===== src/rtl/stream_pipe_pkg.sv =====
// Shared types for the multi-lane valid/ready retiming pipe.
// Stage styles and the states of the two-entry skid stage.
package stream_pipe_pkg;

    typedef enum logic {
        PM_SLICE = 1'b0,
        PM_SKID  = 1'b1
    } pipe_mode_e;

    typedef enum logic [1:0] {
        SK_EMPTY = 2'd0,
        SK_ONE   = 2'd1,
        SK_TWO   = 2'd2
    } skid_state_e;

    // Number of words a skid stage holds in a given state.
    function automatic logic [1:0] held_words(input skid_state_e s);
        case (s)
            SK_ONE:  return 2'd1;
            SK_TWO:  return 2'd2;
            default: return 2'd0;
        endcase
    endfunction

endpackage


===== src/rtl/stream_skid_stage.sv =====
// One retiming stage of stream_skid_pipe: either a forward register slice
// (MODE 0, one entry) or a full skid buffer (MODE 1, two entries).
module stream_skid_stage
    import stream_pipe_pkg::*;
#(
    parameter int MODE = 1,
    parameter int DW   = 32
) (
    input  logic          clk,
    input  logic          rst_n,
    input  logic          up_valid,
    output logic          up_ready,
    input  logic [DW-1:0] up_data,
    output logic          dn_valid,
    input  logic          dn_ready,
    output logic [DW-1:0] dn_data,
    output logic [1:0]    count
);

    generate
        case (MODE)
            PM_SLICE: begin : gen_slice
                logic          full;
                logic [DW-1:0] data;

                // Ready ripples straight back from downstream when the slot is occupied.
                assign up_ready = !full || dn_ready;
                assign dn_valid = full;
                assign dn_data  = data;
                assign count    = {1'b0, full};

                // NOTE: data registers are reset too, so the output word reads zero
                // after reset instead of whatever was in flight.
                always_ff @(posedge clk or negedge rst_n) begin
                    if (!rst_n) begin
                        full <= 1'b0;
                        data <= '0;
                    end else if (up_ready) begin
                        full <= up_valid;
                        if (up_valid) begin
                            data <= up_data;
                        end
                    end
                end
            end

            PM_SKID: begin : gen_skid
                skid_state_e   state;
                logic [DW-1:0] main_q;
                logic [DW-1:0] skid_q;
                logic          ready_q;
                logic          push;
                logic          pop;

                assign up_ready = ready_q;
                assign dn_valid = (state != SK_EMPTY);
                assign dn_data  = main_q;
                assign count    = held_words(state);
                assign push     = up_valid && ready_q;
                assign pop      = dn_valid && dn_ready;

                // ready_q is the registered image of "next state is not TWO", which
                // keeps out_ready off the upstream ready path entirely.
                always_ff @(posedge clk or negedge rst_n) begin
                    if (!rst_n) begin
                        state   <= SK_EMPTY;
                        main_q  <= '0;
                        skid_q  <= '0;
                        ready_q <= 1'b1;
                    end else begin
                        case (state)
                            SK_EMPTY: begin
                                if (push) begin
                                    main_q <= up_data;
                                    state  <= SK_ONE;
                                end
                            end
                            SK_ONE: begin
                                if (push && pop) begin
                                    main_q <= up_data;
                                end else if (push) begin
                                    skid_q  <= up_data;
                                    state   <= SK_TWO;
                                    ready_q <= 1'b0;
                                end else if (pop) begin
                                    state <= SK_EMPTY;
                                end
                            end
                            SK_TWO: begin
                                // Skid word moves to the main entry before anything new is taken.
                                if (pop) begin
                                    main_q  <= skid_q;
                                    state   <= SK_ONE;
                                    ready_q <= 1'b1;
                                end
                            end
                            default: begin
                                state   <= SK_EMPTY;
                                ready_q <= 1'b1;
                            end
                        endcase
                    end
                end
            end

            default: begin : gen_bad_mode
                $error("stream_skid_stage: unsupported MODE %0d", MODE);
                assign up_ready = 1'b0;
                assign dn_valid = 1'b0;
                assign dn_data  = '0;
                assign count    = 2'd0;
            end
        endcase
    endgenerate

endmodule


===== src/rtl/stream_skid_pipe.sv =====
// Multi-lane valid/ready retiming pipe of STAGES stages of style MODE.
// Optional per-lane even parity with a sticky error flag: STREAM_SKID_PIPE_PARITY_EN.
module stream_skid_pipe
    import stream_pipe_pkg::*;
#(
    parameter int LANES  = 4,
    parameter int WIDTH  = 8,
    parameter int STAGES = 2,
    parameter int MODE   = 1,
    localparam int OCC_W = (STAGES == 0) ? 1 : $clog2(2 * STAGES + 1)
) (
    input  logic                   clk,
    input  logic                   rst_n,
    input  logic                   in_valid,
    output logic                   in_ready,
    input  logic [LANES*WIDTH-1:0] in_data,
    output logic                   out_valid,
    input  logic                   out_ready,
    output logic [LANES*WIDTH-1:0] out_data,
    output logic [OCC_W-1:0]       occupancy
`ifdef STREAM_SKID_PIPE_PARITY_EN
    ,
    output logic                   parity_err
`endif
);

    localparam int DATA_W = LANES * WIDTH;
`ifdef STREAM_SKID_PIPE_PARITY_EN
    localparam int SW = DATA_W + LANES;
`else
    localparam int SW = DATA_W;
`endif

    logic [SW-1:0] in_word;
    logic [SW-1:0] out_word;

    assign out_data = out_word[DATA_W-1:0];

`ifdef STREAM_SKID_PIPE_PARITY_EN
    logic [LANES-1:0] in_par;
    logic [LANES-1:0] out_par;

    // NOTE: every variable written in always_comb gets a default first, so no
    // path through the block can leave it holding an old value (a latch).
    always_comb begin
        in_par  = '0;
        out_par = '0;
        for (int l = 0; l < LANES; l++) begin
            in_par[l]  = ^in_data[l*WIDTH +: WIDTH];
            out_par[l] = ^out_data[l*WIDTH +: WIDTH];
        end
    end

    assign in_word = {in_par, in_data};

    always_ff @(posedge clk or negedge rst_n) begin
        if (!rst_n) begin
            parity_err <= 1'b0;
        end else if (out_valid && out_ready && (out_par != out_word[SW-1:DATA_W])) begin
            parity_err <= 1'b1;
        end
    end
`else
    assign in_word = in_data;
`endif

    generate
        if (STAGES == 0) begin : gen_bypass
            // A passthrough has no state, so clock and reset go nowhere.
            logic unused_clk_rst;
            assign unused_clk_rst = &{1'b0, clk, rst_n};

            assign out_valid = in_valid;
            assign in_ready  = out_ready;
            assign out_word  = in_word;
            assign occupancy = '0;
        end else begin : gen_pipe
            logic          valid_c [STAGES+1];
            logic          ready_c [STAGES+1];
            logic [SW-1:0] data_c  [STAGES+1];
            logic [1:0]    cnt     [STAGES];

            assign valid_c[0]      = in_valid;
            assign in_ready        = ready_c[0];
            assign data_c[0]       = in_word;
            assign out_valid       = valid_c[STAGES];
            assign ready_c[STAGES] = out_ready;
            assign out_word        = data_c[STAGES];

            for (genvar i = 0; i < STAGES; i++) begin : gen_stage
                stream_skid_stage #(
                    .MODE (MODE),
                    .DW   (SW)
                ) u_stage (
                    .clk      (clk),
                    .rst_n    (rst_n),
                    .up_valid (valid_c[i]),
                    .up_ready (ready_c[i]),
                    .up_data  (data_c[i]),
                    .dn_valid (valid_c[i+1]),
                    .dn_ready (ready_c[i+1]),
                    .dn_data  (data_c[i+1]),
                    .count    (cnt[i])
                );
            end

            always_comb begin
                occupancy = '0;
                for (int i = 0; i < STAGES; i++) begin
                    occupancy = occupancy + OCC_W'(cnt[i]);
                end
            end
        end
    endgenerate

endmodule


===== config.mk =====
export PLATFORM = sky130hd
export DESIGN_NAME = stream_skid_pipe
export DESIGN_NICKNAME = d
export VERILOG_FILES = /design/src/rtl/stream_pipe_pkg.sv /design/src/rtl/stream_skid_stage.sv /design/src/rtl/stream_skid_pipe.sv
export SDC_FILE = /design/constraint.sdc
export NUM_CORES = 1
export LEC_CHECK = 0
export CAP_MARGIN = 25
export CELL_PAD_IN_SITES_DETAIL_PLACEMENT = 1
export CELL_PAD_IN_SITES_GLOBAL_PLACEMENT = 2
export CORE_MARGIN = 2
export CORE_UTILIZATION = 30
export DETAILED_ROUTE_END_ITERATION = 8
export PLACE_DENSITY_LB_ADDON = 0.1
export SLEW_MARGIN = 20
export SYNTH_ARGS = -nofsm -noshare
export SYNTH_HDL_FRONTEND = slang
export SYNTH_SLANG_ARGS = --single-unit
export TNS_END_PERCENT = 1

===== constraint.sdc =====
create_clock -name clk -period 4.35 [get_ports clk]
set_clock_uncertainty 0.05 [all_clocks]
set_input_delay 0.6525 -clock clk [delete_from_list [all_inputs] [get_ports clk]]
set_output_delay 0.6525 -clock clk [all_outputs]
set_load 0.05 [all_outputs]

==> impl_metrics.json <==
{
  "met2_usage_pct": 20.28,
  "finalMaxSlewViolations": 0,
  "layout.nets": 498,
  "antenna_found_initial": 0,
  "start_util_pct": 30.48,
  "clock-sinks": 134,
  "via_per_inst": 4.549,
  "crit_path_end_kind": "output pin",
  "syn_area_um2": 6147,
  "cp_num_buf_inv": 1,
  "synth_nets": 454,
  "n_antenna_cell": 0,
  "max_freq_mhz": 302.2,
  "met1_usage_pct": 16.99,
  "cpLargestDelayFamily": "buffers and inverters",
  "dr.pass1.iters": 4,
  "grt-busiest-layer": "met2",
  "setup_violations": 0,
  "grt_pass1_vias": 3748,
  "cts_root_buf": "clkbuf_16",
  "final_cell_mix": "mux2_2 (187), dfrtp_1 (132), clkdlybuf4s50_1 (71)",
  "hold_viol_final": 0,
  "portBuffers": 72,
  "htreeDepth": 4,
  "num_io_pins": 73,
  "synth.yosys.warnings": 0,
  "arrival_ns": 2.61,
  "worst_path_max_delay_cell": "clkdlybuf4s50_1",
  "wl_um": 12800,
  "cp.required_ns": 3.65,
  "cts_setup_buffers": 0,
  "routedWlPerCell_um": 17.25,
  "irDropWorstVdd_v": 0.0002390,
  "rows": 52,
  "vias": 3375,
  "cp_max_fo": 9,
  "crit_path_start_kind": "flip-flop",
  "period_needed_ns": 3.309,
  "grtUsageMet3_pct": 4.006,
  "rsz0062_at_grt": "no",
  "drv_cap": 0,
  "synthToLayoutAreaGrowth_pct": 22.67,
  "final_common_cell": "mux2_2",
  "fin_crit_sh_pct": 76.07,
  "yosysUniqueCellTypes": 29,
  "clk_pin_slew_ns": 0.06,
  "max_slew_margin_pct": 56.79,
  "cp_slowest_stage_delay_ns": 0.79,
  "tightest_slew_ns": 0.6481,
  "dp_hpwl_um": 7473,
  "drt_iter0_drc": 74,
  "seq_area_frac_synth_pct": 54.59,
  "hold_buffers": 0,
  "cts_resized": 0,
  "die_h_um": 147.1,
  "dieArea_um2": 21650,
  "synthCells": 416,
  "cts_tree": "done",
  "power_density_nw_per_um2": 526.7,
  "cts_made_buffers": 17,
  "run_status": "finished, final reports clean",
  "grt_max_degree": 70,
  "crit_type": "reg -> out",
  "avgSynthCellArea_um2": 14.78,
  "p_leak_uw": 0.003267,
  "drive_gt1_share_pct": 50.00,
  "clockBufferDepth": 2,
  "critical_path.cell_chain": "nor2b_1, ha_1, fa_1, clkdlybuf4s50_1",
  "place.gp.congestion": 0.6782,
  "ys_seq_elements": 134,
  "drcViolationCount": 0,
  "clkLatencyLatePin_ns": 0.41,
  "drtAntennaViolNets": 0,
  "coreArea_um2": 20170,
  "grt_pass1_wl_um": 21210,
  "fp.dieW_um": 147.1,
  "grt_overflow": 0,
  "finalPower_uw": 3972,
  "track_usage_pct": 12.81,
  "fin_tns_setup_ns": 0,
  "final.fill_count": 2066,
  "worstHoldPathType": "in -> async"
}
-- synth_stat cells --
master	number	area (µm²)
nor3_2	1	10.01
nand3b_1	2	15.01
dfrtp_1	132	3303
o31ai_2	2	25.02
a31oi_1	1	6.260
nand2_1	1	3.750
o21ai_1	1	5.000
buf_4	32	240.2
o32a_1	1	10.01
o21ai_0	2	10.01
dfstp_2	2	52.55
ha_1	1	12.51
xnor2_1	1	8.760
nor2b_1	6	37.54
fa_1	1	20.02
or2_2	1	6.260
a32oi_1	1	8.760
o21a_1	1	7.510
nor4_4	1	21.27
a21o_1	1	7.510
mux2_1	6	67.56
mux2i_1	1	10.01
buf_2	22	110.1
clkbuf_2	1	5.000
o22ai_1	1	6.260
nor2_1	2	7.510
inv_1	3	11.26
mux2_2	187	2106
nand2b_1	2	12.51
-- report_power, final --
group          switching [µW]  internal (µW)
clock                     542            887
combinational             309            489
sequential                183           1560
-- cells by family (layout without fill, tap and decap cells) --
| kind of cell | Yosys count | count (layout) | synth area share, % |
|---|---|---|---|
| AND/OR/NAND/NOR | 16 | 16 | 1.852 |
| buffers and inverters | 58 | 114 | 5.964 |
| AO/OA/AOI/OAI | 11 | 11 | 1.405 |
| adder cells (fa/ha/maj) | 2 | 2 | 0.5292 |
| XOR/XNOR | 1 | 1 | 0.1425 |
| flip-flops | 134 | 134 | 54.59 |
| multiplexers | 194 | 194 | 35.52 |
-- flip-flops by register name, summed over array words and instances, names as in the netlist --
signal / count
gen_pipe.gen_stage.u_stage.dn_data: 64
gen_pipe.gen_stage.u_stage.gen_skid.skid_q: 64
gen_pipe.gen_stage.u_stage.gen_skid.state: 4
gen_pipe.gen_stage.u_stage.up_ready: 2
-- final timing paths --
| path | slack (ns) | cells after the start | to | startpoint |
|---|---|---|---|---|
| worst max-delay path | 1.04 | 4 | occupancy[1] | gen_pipe.gen_stage[0].u_stage.gen_skid.state[1] |
| worst min-delay path | 0.19 | 1 | gen_pipe.gen_stage[1].u_stage.dn_data[27] | rst_n |
| worst max register to register | 2.18 | 4 | gen_pipe.gen_stage[1].u_stage.dn_data[19] | gen_pipe.gen_stage[1].u_stage.gen_skid.state[1] |
| worst min register to register | 0.43 | 1 | flip-flop | flip-flop |
| max in group asynchronous | 3.11 | 2 | async pin | rst_n |
| min in group clk | 0.43 | 1 | flip-flop | flip-flop |
-- through the flow --
step	worst slack [ns]	cells	util (%)	instance area (µm²)	hold WS [ns]
global placement	1.492	711	34.46	6950	0.4119
CTS	1.004	742	37.39	7541	0.2160
detailed placement	1.455	711	34.46	6950	0.4229
finish	1.041	742	37.39	7541	0.1864
global route	0.9298	742	37.39	7541	0.2271
floorplan	1.833	416	-	6147	0.3069
-- routing by layer --
layer,up-vias,wire [µm]
met2,58,6077
met5,-,0
met3,10,479
li1,1531,-
met1,1776,6106
met4,0,134
-- layout make-up --
class	count	area, µm²	area share [%]
well taps	270	337.8	4.480
clock inverters	11	123.9	1.643
repair buffers	80	782.0	10.37
clock buffers	20	466.7	6.189
multi-input cells	224	2464	32.67
inverters	3	11.26	0.1493
flip-flops and latches	134	3356	44.50
No activity file was read; power rests on OpenSTA's default activity.
